File: config.mk
export PLATFORM = sky130hd
export DESIGN_NAME = traffic_light_ctrl_param
export DESIGN_NICKNAME = d
export VERILOG_FILES = /design/src/rtl/tlc_pkg.sv /design/src/rtl/tlc_phase_timer.sv /design/src/rtl/traffic_light_ctrl_param.sv
export SDC_FILE = /design/constraint.sdc
export NUM_CORES = 1
export LEC_CHECK = 0
export ABC_AREA = 1
export CORE_AREA = 2 2 72 74
export DETAILED_ROUTE_END_ITERATION = 7
export DIE_AREA = 0 0 74 76
export PLACE_DENSITY = 0.54
export SLEW_MARGIN = 20
export SYNTH_ARGS = -nofsm -noshare
export SYNTH_HDL_FRONTEND = slang
export SYNTH_HIERARCHICAL = 1
export SYNTH_SLANG_ARGS = --single-unit
File: constraint.sdc
create_clock -name clk -period 2.7 [get_ports clk]
set_input_delay 0.405 -clock clk [delete_from_list [all_inputs] [get_ports clk]]
set_output_delay 0.405 -clock clk [all_outputs]
set_load 0.005 [all_outputs]
File: src/rtl/tlc_pkg.sv
// Shared definitions for the parametrised traffic light controller.
//   LT_RED/LT_YELLOW/LT_GREEN : 2-bit signal head encoding
//   phase_e                   : FSM state type; codes are visible on the phase port
//   t_or_1                    : maps a zero duration to one tick
package tlc_pkg;

    localparam logic [1:0] LT_RED    = 2'b00;
    localparam logic [1:0] LT_YELLOW = 2'b01;
    localparam logic [1:0] LT_GREEN  = 2'b10;

    typedef enum logic [3:0] {
        AR_A  = 4'd0,
        NS_LT = 4'd1,
        NS_G  = 4'd2,
        NS_Y  = 4'd3,
        AR_B  = 4'd4,
        WALK  = 4'd5,
        EW_LT = 4'd6,
        EW_G  = 4'd7,
        EW_Y  = 4'd8,
        EMERG = 4'd9
    } phase_e;

    // A phase must last at least one tick, so a zero duration becomes one.
    function automatic int unsigned t_or_1(input int unsigned x);
        if (x == 32'd0) begin
            t_or_1 = 32'd1;
        end else begin
            t_or_1 = x;
        end
    endfunction

endpackage

File: src/rtl/tlc_phase_timer.sv
// Phase down-counter for the traffic light controller.
//   clk, reset : clock and asynchronous active-low reset
//   tick       : count enable
//   load       : reload with load_val (takes priority over counting)
//   load_val   : duration of the phase being entered, in ticks
//   done       : last tick of the current phase (count==1 and tick)
module tlc_phase_timer #(
    parameter int unsigned      CNT_W   = 8,
    parameter logic [CNT_W-1:0] RST_VAL = CNT_W'(1)
) (
    input  logic             clk,
    input  logic             reset,
    input  logic             tick,
    input  logic             load,
    input  logic [CNT_W-1:0] load_val,
    output logic             done
);

    logic [CNT_W-1:0] cnt_r;

    // Counter: reload on phase entry, otherwise count down on tick, holding at zero.
    always_ff @(posedge clk or negedge reset) begin
        if (!reset) begin
            cnt_r <= RST_VAL;
        end else if (load) begin
            cnt_r <= load_val;
        end else if (tick && (cnt_r != CNT_W'(0))) begin
            cnt_r <= cnt_r - CNT_W'(1);
        end else begin
            cnt_r <= cnt_r;
        end
    end

    assign done = tick && (cnt_r == CNT_W'(1));

endmodule

File: src/rtl/traffic_light_ctrl_param.sv
// Four-way intersection controller with timed phases, demand-driven
// protected lefts, a latched pedestrian walk phase and optional emergency
// preemption (enabled by defining EMERG_PREEMPT_EN).
//   clk, reset            : clock and asynchronous active-low reset
//   tick                  : phase-timer enable; state only advances on tick
//   ns_left_req/ew_left_req : left-turn demand levels
//   ped_req               : pedestrian button, latched internally
//   emerg_req/emerg_dir   : preemption request and direction (0=NS, 1=EW)
//   ns_light/ew_light     : signal heads (00 red, 01 yellow, 10 green)
//   ns_left/ew_left       : protected-left arrows
//   ped_walk              : walk indication
//   phase                 : current state code
module traffic_light_ctrl_param
    import tlc_pkg::*;
#(
    parameter int unsigned CNT_W    = 8,
    parameter int unsigned GREEN_T  = 20,
    parameter int unsigned YELLOW_T = 4,
    parameter int unsigned LEFT_T   = 8,
    parameter int unsigned ALLRED_T = 2,
    parameter int unsigned WALK_T   = 10
) (
    input  logic       clk,
    input  logic       reset,
    input  logic       tick,
    input  logic       ns_left_req,
    input  logic       ew_left_req,
    input  logic       ped_req,
    input  logic       emerg_req,
    input  logic       emerg_dir,
    output logic [1:0] ns_light,
    output logic [1:0] ew_light,
    output logic       ns_left,
    output logic       ew_left,
    output logic       ped_walk,
    output logic [3:0] phase
);

    localparam logic [CNT_W-1:0] GREEN_L  = CNT_W'(t_or_1(GREEN_T));
    localparam logic [CNT_W-1:0] YELLOW_L = CNT_W'(t_or_1(YELLOW_T));
    localparam logic [CNT_W-1:0] LEFT_L   = CNT_W'(t_or_1(LEFT_T));
    localparam logic [CNT_W-1:0] ALLRED_L = CNT_W'(t_or_1(ALLRED_T));
    localparam logic [CNT_W-1:0] WALK_L   = CNT_W'(t_or_1(WALK_T));

    phase_e           state_r;
    phase_e           state_next_s;
    logic [CNT_W-1:0] load_val_s;
    logic             load_s;
    logic             done_s;
    logic             emerg_s;
    logic             preempt_s;
    logic             ped_latch_r;
    logic             enter_walk_s;
    logic             emerg_dir_r;
    logic             emerg_exit_r;
    logic             dir_next_s;
    logic [1:0]       ns_light_s;
    logic [1:0]       ew_light_s;
    logic             ns_left_s;
    logic             ew_left_s;
    logic             ped_walk_s;

`ifdef EMERG_PREEMPT_EN
    assign emerg_s = emerg_req;
`else
    // Preemption is compiled out; the request input is deliberately unused.
    logic unused_emerg_s;
    assign unused_emerg_s = emerg_req;
    assign emerg_s        = 1'b0;
`endif

    // Preemption only acts on tick edges so that tick=0 freezes everything.
    assign preempt_s    = tick && emerg_s;
    assign load_s       = (state_next_s != state_r);
    assign enter_walk_s = (state_next_s == WALK) && (state_r != WALK);
    assign phase        = state_r;

    tlc_phase_timer #(
        .CNT_W   (CNT_W),
        .RST_VAL (ALLRED_L)
    ) u_timer (
        .clk      (clk),
        .reset    (reset),
        .tick     (tick),
        .load     (load_s),
        .load_val (load_val_s),
        .done     (done_s)
    );

    // Next-state selection.
    always_comb begin
        state_next_s = state_r;
        case (state_r)
            AR_A: begin
                if (done_s) begin
                    if (emerg_s)          state_next_s = EMERG;
                    else if (ns_left_req) state_next_s = NS_LT;
                    else                  state_next_s = NS_G;
                end else begin
                    state_next_s = state_r;
                end
            end
            NS_LT: begin
                if (preempt_s)   state_next_s = AR_B;
                else if (done_s) state_next_s = NS_G;
                else             state_next_s = state_r;
            end
            NS_G: begin
                if (preempt_s || done_s) state_next_s = NS_Y;
                else                     state_next_s = state_r;
            end
            NS_Y: begin
                // After an NS emergency hold the yellow returns to the start of the cycle.
                if (done_s) state_next_s = emerg_exit_r ? AR_A : AR_B;
                else        state_next_s = state_r;
            end
            AR_B: begin
                if (done_s) begin
                    if (emerg_s)          state_next_s = EMERG;
                    else if (ped_latch_r) state_next_s = WALK;
                    else if (ew_left_req) state_next_s = EW_LT;
                    else                  state_next_s = EW_G;
                end else begin
                    state_next_s = state_r;
                end
            end
            WALK: begin
                if (preempt_s)   state_next_s = AR_B;
                else if (done_s) state_next_s = ew_left_req ? EW_LT : EW_G;
                else             state_next_s = state_r;
            end
            EW_LT: begin
                if (preempt_s)   state_next_s = AR_A;
                else if (done_s) state_next_s = EW_G;
                else             state_next_s = state_r;
            end
            EW_G: begin
                if (preempt_s || done_s) state_next_s = EW_Y;
                else                     state_next_s = state_r;
            end
            EW_Y: begin
                if (done_s) state_next_s = AR_A;
                else        state_next_s = state_r;
            end
            EMERG: begin
                if (tick && !emerg_s) state_next_s = emerg_dir_r ? EW_Y : NS_Y;
                else                  state_next_s = state_r;
            end
            default: state_next_s = AR_A;
        endcase
    end

    // Duration loaded into the timer for the state being entered.
    always_comb begin
        load_val_s = ALLRED_L;
        case (state_next_s)
            NS_LT, EW_LT: load_val_s = LEFT_L;
            NS_G,  EW_G:  load_val_s = GREEN_L;
            NS_Y,  EW_Y:  load_val_s = YELLOW_L;
            WALK:         load_val_s = WALK_L;
            default:      load_val_s = ALLRED_L;
        endcase
    end

    // Output decode of the upcoming state so outputs change with the state register.
    always_comb begin
        ns_light_s = LT_RED;
        ew_light_s = LT_RED;
        ns_left_s  = 1'b0;
        ew_left_s  = 1'b0;
        ped_walk_s = 1'b0;
        if ((state_next_s == EMERG) && (state_r != EMERG)) begin
            dir_next_s = emerg_dir;
        end else begin
            dir_next_s = emerg_dir_r;
        end
        case (state_next_s)
            NS_LT: ns_left_s  = 1'b1;
            NS_G:  ns_light_s = LT_GREEN;
            NS_Y:  ns_light_s = LT_YELLOW;
            WALK:  ped_walk_s = 1'b1;
            EW_LT: ew_left_s  = 1'b1;
            EW_G:  ew_light_s = LT_GREEN;
            EW_Y:  ew_light_s = LT_YELLOW;
            EMERG: begin
                if (dir_next_s) ew_light_s = LT_GREEN;
                else            ns_light_s = LT_GREEN;
            end
            default: ns_light_s = LT_RED;
        endcase
    end

    // State, emergency bookkeeping and registered outputs.
    always_ff @(posedge clk or negedge reset) begin
        if (!reset) begin
            state_r      <= AR_A;
            emerg_dir_r  <= 1'b0;
            emerg_exit_r <= 1'b0;
            ns_light     <= LT_RED;
            ew_light     <= LT_RED;
            ns_left      <= 1'b0;
            ew_left      <= 1'b0;
            ped_walk     <= 1'b0;
        end else begin
            state_r     <= state_next_s;
            emerg_dir_r <= dir_next_s;
            // Remember that the coming yellow ends an emergency hold.
            if ((state_r == EMERG) && (state_next_s != EMERG)) begin
                emerg_exit_r <= 1'b1;
            end else if (((state_r == NS_Y) || (state_r == EW_Y)) && load_s) begin
                emerg_exit_r <= 1'b0;
            end else begin
                emerg_exit_r <= emerg_exit_r;
            end
            ns_light <= ns_light_s;
            ew_light <= ew_light_s;
            ns_left  <= ns_left_s;
            ew_left  <= ew_left_s;
            ped_walk <= ped_walk_s;
        end
    end

    // Pedestrian latch: a new press wins over the clear on WALK entry.
    always_ff @(posedge clk or negedge reset) begin
        if (!reset) begin
            ped_latch_r <= 1'b0;
        end else begin
            ped_latch_r <= ped_req || (ped_latch_r && !enter_walk_s);
        end
    end

endmodule

==> results.sh, run 1 <==
export IMPL_setup_worst_path_start="u_timer/cnt_r[1]"
export IMPL_grt_pass1_vias=1305
export IMPL_synth_area_sq_mm=0.00159
export IMPL_grt_pass1_wl_mm=5.84
export IMPL_hold_start="emerg_dir_r"
export IMPL_grt_max_degree=23
export IMPL_post_route_period_util_pct=90.2
export IMPL_cp_start_kind="flop"
export IMPL_synthTopCellsByCount="nand2_1 (66), nand3_1 (30), inv_1 (22)"
export IMPL_drc=0
export IMPL_grt_ovfl_total=0
export IMPL_rows=26
export IMPL_fmaxAchievable_mhz=411
export IMPL_setup_tns_ns=0
export IMPL_die_area_sq_mm=0.00562
export IMPL_clk_pin_slew_ns=0.08
export IMPL_drt_wirelength_per_cell_um=11.1
export IMPL_core_area_sq_mm=0.00491
export IMPL_area_growth_pct=23.7
export IMPL_grt_usage_pct=13.2
export IMPL_dp_cells=312
export IMPL_diodes=0
export IMPL_cts_root_buf="clkbuf_8"
export IMPL_yosysUniqueCellTypes=33
export IMPL_cp_required_ns=2.90
export IMPL_drt_initial_drc_count=49
export IMPL_arrival_ns=2.64
export IMPL_r2r_cells=20
export IMPL_grt_busiest_layer="met2"
export IMPL_crit_end="u_timer/cnt_r[1]"
export IMPL_ctsLongestPathBuffers=2
export IMPL_cts_setup_buffers=0
export IMPL_cts_buffers=3
export IMPL_reg2reg_from="u_timer/cnt_r[1]"
export IMPL_via_per_inst=4.51
export IMPL_worstSetupPathType="reg2reg"
export IMPL_synthCells=217
export IMPL_status="finished clean"
export IMPL_h_tree_depth=1
export IMPL_grt_use_met3_pct=2.25
export IMPL_place_congestion=0.865
export IMPL_clock_latency_ns=0.26
export IMPL_use_met2_pct=19.6
export IMPL_seq_area_frac_synth_pct=34.8
export IMPL_vias=1426
export IMPL_yosys_area_top_type="dfrtp_1"
export IMPL_ir_drop_v=0.000416
export IMPL_yosys_top_cells_area="dfrtp_1 (33%), nand2_1 (16%), nand3_1 (9.5%)"
export IMPL_n_fill_cell=538
export IMPL_async_reset_ff_share_pct=100
export IMPL_crit_fanout=7
export IMPL_synth_edf_count=0
export IMPL_hold_worst_slack_ns=0.426
export IMPL_layout_cells_non_filler=316
export IMPL_yosysMostFrequentCell="nand2_1"
export IMPL_hold_viol=0
export IMPL_finClkSkew_ns=0.00155
export IMPL_fin_nets=258
export IMPL_synth_warnings=6
export IMPL_finalCriticalPeriod_ns=2.43
export IMPL_syn_area_per_cell_sq_um=7.31
export IMPL_drive_gt1_share_pct=22.0
export IMPL_p_per_area_mw_per_mm2=1090
export IMPL_ant_nets=0
export IMPL_p_leak_nw=0.959
export IMPL_firstDrtPassIters=4
export IMPL_io_buffer_count=16
export IMPL_rsz0062_at_grt="false"
export IMPL_rr_endpoint="u_timer/cnt_r[1]"
export IMPL_finalSetupViolCount=0
export IMPL_tritoncts="built"
export IMPL_postRouteWirelength_mm=3.49
export IMPL_drv_slew=0
export IMPL_grtUsageMet1_pct=19.2
export IMPL_hold_class="reg2reg"
export IMPL_hpwl_mm=2.68
export IMPL_io_pins=19
export IMPL_antenna_found_initial=0
export IMPL_r2r_slack_ns=0.27
export IMPL_start_util_pct=32.3
export IMPL_synth_ff_type="dfrtp_1"
export IMPL_worstSetupEndpointType="flop"
export IMPL_cts_sinks=22
export IMPL_die_h_um=76
export IMPL_drv_cap=0
export IMPL_die_w_um=74
export IMPL_postSynthRegisterBits=22
export IMPL_synth_top_area_share_pct=33.1
worst min path at each step:
stage | cells after the start | endpoint
after floorplan | 0 | emerg_dir_r
after global placement | 0 | emerg_dir_r
after detailed placement | 0 | emerg_dir_r
after CTS | 0 | emerg_dir_r
after global routing | 0 | emerg_dir_r
final | 0 | emerg_dir_r
stage by stage:
stage	power [W]	util [%]	worst slack, ns	area [sq um]
floorplan	0.00149	-	0.404	1600
global placement	0.00182	38.4	0.0438	1880
detailed placement	0.00182	38.4	0.0417	1880
CTS	0.00214	39.8	0.187	1960
global route	0.00235	39.9	0.0113	1960
finish	0.00213	39.9	0.266	1960
area by class of cell:
cell class	instances	area, sq um	share of cell area, %
sequential	22	552	28.1
clock inverter	1	30.0	1.53
timing repair buffer	26	235	12.0
multi-input combinational	167	913	46.6
tap	70	87.6	4.47
inverter	27	101	5.17
clock buffer	3	41.3	2.11
timing repair:
item / CTS / global route
resized for setup: 0 / 4
endpoints found under the setup margin: 0 / 4
hold buffers: 0 / 0
power by group:
part	switching (W)	internal, W
clock	0.000113	0.000198
combinational	0.000762	0.000505
sequential	0.000115	0.000437
total	0.000990	0.00114
placed cells by master, fill, tap and decap left out:
cell type / instances
a21oi_4: 1
nand2_4: 3
clkbuf_8: 3
inv_2: 7
o21ai_4: 1
nand4_1: 3
ha_2: 1
nand2_1: 66
dfrtp_1: 21
ha_1: 2
nor2_1: 11
conb_1: 4
buf_4: 10
nand3_1: 30
nand2_2: 7
clkdlybuf4s50_1: 16
a22o_1: 1
nor2_4: 4
o21ai_2: 4
nor2_8: 1
xnor2_1: 1
o21ai_1: 1
o21a_1: 1
dfstp_2: 1
inv_1: 20
o21ai_0: 10
a21oi_1: 2
bufinv_16: 1
nand3b_1: 2
nor3_1: 1
nand3_2: 3
nor2_2: 5
a21oi_2: 1
nor3_2: 1
worst max-delay path, stage by stage (launching register included):
cell and delay, ns:
dfstp_2 0.54, inv_2 0.05, ha_2 0.17, nand3_1 0.08
nor2_1 0.04, buf_4 0.16, nand2_1 0.08, inv_1 0.05
nand3_2 0.05, nand2_1 0.09, a21oi_4 0.22, nand2_4 0.09
buf_4 0.15, nor3_2 0.16, nor2_2 0.07, nand2_1 0.06
nand2_1 0.04, nand2_1 0.06, o21ai_0 0.08, nand2_1 0.09
o21ai_2 0.05
registers in the layout, summed over array words and instances (netlist names):
name	flops
ns_light	2
ped_walk	1
ped_latch_r	1
ns_left	1
emerg_exit_r	1
phase	4
emerg_dir_r	1
u_timer/cnt_r	8
ew_left	1
ew_light	2
cells by family after synthesis:
| kind of cell | Yosys count | share of synthesized area (%) |
|---|---|---|
| other | 1 | 0.237 |
| buffers and inverters | 31 | 8.60 |
| flip-flops | 22 | 34.8 |
| XOR/XNOR | 1 | 0.553 |
| adder cells (fa/ha/maj) | 3 | 2.37 |
| AO/OA/AOI/OAI | 22 | 9.95 |
| AND/OR/NAND/NOR | 137 | 43.5 |
layer usage:
layer,wire length (um),vias to the layer above
met5,0,-
met4,41,0
met3,91,4
met2,1590,20
met1,1780,654
li1,-,748
(Power assumes the default switching activity.)
==> run 2: changes to the inputs <==
CORE_AREA = 2 2 69 71   (was 2 2 72 74)
CTS_CLUSTER_DIAMETER = 200   (was not set)
DIE_AREA = 0 0 71 73   (was 0 0 74 76)
PLACE_DENSITY = 0.55   (was 0.54)
SYNTH_HIERARCHICAL = not set   (was 1)
==> results.sh, run 2 <==
export IMPL_internal_power_w=0.00108
export IMPL_p_per_area_mw_per_mm2=1140
export IMPL_clk_pin_slew_ns=0.09
export IMPL_min_to="emerg_dir_r"
export IMPL_vias=1180
export IMPL_cts_hold_buf=0
export IMPL_synth_area_sq_mm=0.00148
export IMPL_drive_gt1_share_pct=23.8
export IMPL_cp_start_kind="input port"
export IMPL_ant_nets=0
export IMPL_worstSetupEndpointType="flop"
export IMPL_die_area_sq_mm=0.00518
export IMPL_cts_buffers=3
export IMPL_syn_area_per_cell_sq_um=7.93
export IMPL_final_common_cell="nand2_1"
export IMPL_synthTopCellsByCount="nand2_1 (35), dfrtp_1 (21), inv_1 (21)"
export IMPL_r2r_slack_ns=0.58
export IMPL_hpwl_mm=2.35
export IMPL_synth_warnings=0
export IMPL_post_route_period_util_pct=80.8
export IMPL_grt_max_degree=23
export IMPL_synth_top_area_share_pct=35.6
export IMPL_ctsResizeCount=0
export IMPL_n_fill_cell=473
export IMPL_hold_class="reg2reg"
export IMPL_cp_required_ns=2.86
export IMPL_postRouteWirelength_mm=3.00
export IMPL_place_congestion=0.842
export IMPL_io_buffer_count=16
export IMPL_io_pins=19
export IMPL_switching_share_pct=47.0
export IMPL_arrival_ns=2.34
export IMPL_drv_cap=0
export IMPL_rr_endpoint="u_timer.cnt_r[2]"
export IMPL_grt_pass1_vias=1159
export IMPL_rsz0062_at_grt="false"
export IMPL_ctsLongestPathBuffers=2
export IMPL_r2r_cells=14
export IMPL_die_w_um=71
export IMPL_area_growth_pct=20.5
export IMPL_cts_sinks=22
export IMPL_dp_cells=256
export IMPL_synth_ff_type="dfrtp_1"
export IMPL_slew_headroom_pct=79.9
export IMPL_drt_wirelength_per_cell_um=11.5
export IMPL_synth_edf_count=0
export IMPL_worstSetupPathType="in2reg"
export IMPL_setup_worst_path_start="tick"
export IMPL_clock_latency_ns=0.26
export IMPL_tritoncts="built"
export IMPL_firstDrtPassIters=4
export IMPL_power_w=0.00203
export IMPL_hold_path_depth=0
export IMPL_seq_area_frac_synth_pct=37.4
export IMPL_mostFrequentLayoutCells="nand2_1 (35), inv_1 (21), dfrtp_1 (21)"
export IMPL_yosys_area_top_type="dfrtp_1"
export IMPL_fin_nets=218
export IMPL_finClkSkew_ns=0.00163
export IMPL_largest_reg_flops=8
export IMPL_yosysUniqueCellTypes=29
export IMPL_hold_viol=0
export IMPL_hold_start="emerg_dir_r"
export IMPL_synth_nets=197
export IMPL_layout_cells_non_filler=260
export IMPL_cts_setup_buffers=0
export IMPL_top_register="u_timer.cnt_r"
export IMPL_antenna_found_initial=0
export IMPL_fmaxAchievable_mhz=458
export IMPL_power_switching_w=0.000955
export IMPL_start_util_pct=32.5
export IMPL_setup_tns_ns=0
export IMPL_crit_fanout=7
export IMPL_synthCells=186
export IMPL_rows=25
export IMPL_status="finished clean"
export IMPL_grt_busiest_layer="met2"
export IMPL_p_leak_nw=0.858
export IMPL_core_area_sq_mm=0.00454
export IMPL_pwr_share_seq_pct=26.3
export IMPL_h_tree_depth=1
export IMPL_reg2reg_from="u_timer.cnt_r[1]"
export IMPL_grtUsageMet1_pct=17.3
export IMPL_tightest_slew_ns=0.300
export IMPL_ir_drop_v=0.000482
export IMPL_async_reset_ff_share_pct=100
export IMPL_diodes=0
export IMPL_grt_ovfl_total=0
export IMPL_comb_power_share_pct=58.2
export IMPL_finalSetupViolCount=0
export IMPL_grt_pass1_wl_mm=5.24
export IMPL_drt_initial_drc_count=54
export IMPL_grt_use_met3_pct=2.21
export IMPL_drc=0
export IMPL_grt_usage_pct=12.8
export IMPL_via_per_inst=4.54
export IMPL_yosysMostFrequentCell="nand2_1"
export IMPL_postSynthRegisterBits=22
export IMPL_die_h_um=73
export IMPL_drv_slew=0
export IMPL_pwr_share_clk_pct=15.5
export IMPL_finalCriticalPeriod_ns=2.18
export IMPL_yosys_top_cells_area="dfrtp_1 (36%), nand2_1 (8.9%), nand3_1 (6.4%)"
export IMPL_use_met2_pct=20.5
export IMPL_cts_root_buf="clkbuf_8"
## run 2: cell count changes in the layout (fill, tap and decap cells not counted), sizes merged, moves of 3 or more
cell   before  now
a21oi       4    8
buf        10    1
conb        4    0
nand2      76   49
nand3      33   19
nor2       21   30
nor3        2    5
o21ai      16    9
xor2        0    3
## run 2: critical path, cell delays in order
cell             delay, ns
clkdlybuf4s50_1       0.55
nand2_1               0.09
nor2_1                0.13
nand2_2               0.13
nor2_1                0.11
nand2_1               0.07
nand2_2               0.09
nand2_4               0.07
nand2_1               0.12
nand3_1               0.14
nor2_4                0.17
nand2_2               0.09
a21oi_2               0.12
nor2_2                0.05
## run 2: logic make-up after synthesis
| group | after synthesis | synth area share, % |
|---|---|---|
| AO/OA/AOI/OAI | 21 | 10.4 |
| XOR/XNOR | 5 | 2.97 |
| adder cells (fa/ha/maj) | 3 | 2.54 |
| buffers and inverters | 30 | 7.63 |
| flip-flops | 22 | 37.4 |
| AND/OR/NAND/NOR | 105 | 39.0 |
## run 2: power groups by stage
stage	Combinational (W)	Sequential [W]	Clock, W
finish	0.00118	0.000536	0.000314
global route	0.00134	0.000554	0.000338
CTS	0.00120	0.000539	0.000325
detailed placement	0.00120	0.000545	0
global placement	0.00120	0.000546	0
floorplan	0.000904	0.000534	0
## run 2: cell type report
cell class,count,area [sq um],area share [%]
clock buffer,3,41.3,2.32
tap,54,67.6,3.80
clock inverter,1,30.0,1.69
sequential,22,552,31.0
timing repair buffer,17,168,9.43
inverter,29,109,6.12
multi-input combinational,134,811,45.6
## run 2: stage by stage
step | hold slack, ns | setup slack, ns | instance area (sq um) | utilization, %
after CTS | 0.456 | 0.523 | 1780 | 39.2
after global placement | 0.431 | 0.238 | 1710 | 37.6
after global routing | 0.481 | 0.286 | 1780 | 39.2
after floorplan | 0.109 | 0.789 | 1480 | -
final | 0.446 | 0.518 | 1780 | 39.2
after detailed placement | 0.435 | 0.235 | 1710 | 37.6
## run 2: metal layers
layer / routed length [um] / share of wire, %
met1: 1530 / 51
met2: 1330 / 44
met3: 77 / 2.6
met4: 68 / 2.3
met5: 0 / 0
## run 2: worst max-delay path by stage
stage / endpoint / slack [ns] / cells after the start
floorplan: u_timer.cnt_r[2] / 0.79 / 14
global placement: u_timer.cnt_r[2] / 0.24 / 16
detailed placement: u_timer.cnt_r[2] / 0.23 / 14
CTS: u_timer.cnt_r[2] / 0.52 / 14
global route: u_timer.cnt_r[2] / 0.29 / 14
finish: u_timer.cnt_r[2] / 0.52 / 14
==> run 3: changes to the inputs <==
PLACE_DENSITY = 0.57   (was 0.55)
clock period = 1.9 ns   (was 2.7 ns; I/O delays follow)
==> results.sh, run 3 (synthesized netlist as in run 2, its figures left out) <==
export IMPL_ant_nets=0
export IMPL_die_w_um=71
export IMPL_cp_start_kind="flop"
export IMPL_finClkSkew_ns=0.00273
export IMPL_post_route_period_util_pct=105
export IMPL_n_fill_cell=440
export IMPL_drt_initial_drc_count=60
export IMPL_io_pins=19
export IMPL_die_h_um=73
export IMPL_tightest_slew_ns=0.285
export IMPL_fin_ws_ns=-0.104
export IMPL_ctsLongestPathBuffers=2
export IMPL_fin_nets=265
export IMPL_slew_headroom_pct=80.9
export IMPL_die_area_sq_mm=0.00518
export IMPL_via_per_inst=4.51
export IMPL_start_util_pct=32.5
export IMPL_fmaxAchievable_mhz=499
export IMPL_h_tree_depth=1
export IMPL_drc=0
export IMPL_top_register="u_timer.cnt_r"
export IMPL_worstSetupPathType="reg2reg"
export IMPL_rsz0062_at_grt="true"
export IMPL_cts_sinks=22
export IMPL_grt_pass1_vias=1415
export IMPL_hold_class="in2async"
export IMPL_worstSetupEndpointType="flop"
export IMPL_place_congestion=0.813
export IMPL_firstDrtPassIters=4
export IMPL_seqCellArea_sq_um=556
export IMPL_drv_slew=0
export IMPL_finalSetupViolCount=9
export IMPL_drv_cap=0
export IMPL_arrival_ns=2.17
export IMPL_hpwl_mm=2.74
export IMPL_vias=1386
export IMPL_ir_drop_v=0.000726
export IMPL_grt_max_degree=23
export IMPL_tritoncts="built"
export IMPL_drt_wirelength_per_cell_um=12.4
export IMPL_crit_fanout=5
export IMPL_core_area_sq_mm=0.00454
export IMPL_grt_ovfl_total=0
export IMPL_cts_hold_buf=0
export IMPL_antenna_found_initial=0
export IMPL_cts_root_buf="clkbuf_8"
export IMPL_mostFrequentLayoutCells="buf_4 (41), nand2_1 (30), inv_1 (19)"
export IMPL_area_growth_pct=54.7
export IMPL_cts_buffers=3
export IMPL_clock_latency_ns=0.27
export IMPL_largest_reg_flops=8
export IMPL_rows=25
export IMPL_postRouteWirelength_mm=3.81
export IMPL_p_leak_nw=1.10
export IMPL_finalCriticalPeriod_ns=2.00
export IMPL_status="finished with violations"
export IMPL_diodes=0
export IMPL_multi_input_area_sq_um=946
export IMPL_cp_required_ns=2.07
export IMPL_io_buffer_count=16
export IMPL_final_common_cell="buf_4"
export IMPL_grt_pass1_wl_mm=6.47
export IMPL_violations="negative setup slack"
export IMPL_layout_cells_non_filler=307
export IMPL_grt_usage_pct=15.9
export IMPL_hold_viol=0
export IMPL_dp_slack_ns=-0.314
export IMPL_drive_gt1_share_pct=50.6
export IMPL_dp_cells=294
export IMPL_p_per_area_mw_per_mm2=1670
export IMPL_fin_util_pct=50.3
export IMPL_clk_pin_slew_ns=0.08
[run 3: path summary, 6_finish.rpt]
kind                       cells after the start          endpoint  slack (ns)             start
setup / recovery                              15  u_timer.cnt_r[2]       -0.10  u_timer.cnt_r[1]
hold / removal                                 2  u_timer.cnt_r[6]        0.35             reset
setup reg to reg                              15  u_timer.cnt_r[2]       -0.10  u_timer.cnt_r[1]
hold reg to reg                                0       emerg_dir_r        0.47       emerg_dir_r
max in group asynchronous                      2  u_timer.cnt_r[1]        1.27             reset
min in group clk                               0       emerg_dir_r        0.47       emerg_dir_r
[run 3: critical path: stages, from the launching register on]
cell	delay [ns]
dfstp_2	0.55
inv_2	0.05
ha_4	0.15
nand2_2	0.06
inv_2	0.03
nand2_2	0.06
nor2_4	0.06
buf_6	0.11
o21ai_2	0.13
a21oi_2	0.06
nor2_4	0.13
nand3_2	0.10
nor2_4	0.17
nand2_2	0.10
a21oi_2	0.12
nor2_2	0.04
[run 3: through the flow]
step	TNS (ns)	area, sq um	total power [W]	hold WS, ns
floorplan	0	1480	0.00206	-0.0106
global placement	-2.35	2000	0.00293	0.440
detailed placement	-2.50	2000	0.00294	0.438
CTS	-0.475	2170	0.00354	0.364
global route	-1.91	2280	0.00413	0.385
finish	-0.642	2280	0.00381	0.355
[run 3: where the power goes]
part / internal, W / switching [W] / leakage [nW]
sequential: 0.000628 / 0.000142 / 0.278
combinational: 0.00128 / 0.00141 / 0.795
clock: 0.000185 / 0.000162 / 0.0288
total: 0.00209 / 0.00172 / 1.10
[run 3: layout make-up]
type	instances	area share (%)
Timing Repair Buffer	64	24.0
Clock buffer	4	2.41
Multi-Input combinational cell	134	41.4
Inverter	29	4.88
Tap cell	54	2.96
Sequential cell	22	24.3
[run 3: metal layers]
metal  vias to the layer above  track usage [%]  part of all wire (%)
met5                         -                0                     0
met4                         0             3.77                  0.92
met3                         4             2.49                   2.1
met2                        20             29.1                    52
met1                       641             19.7                    45
li1                        721                -                     -
[run 3: timing repair]
action,CTS,global route
gates resized for setup,16,31
buffers inserted,7,3
pin swaps,12,12
endpoints found under the setup margin,10,12
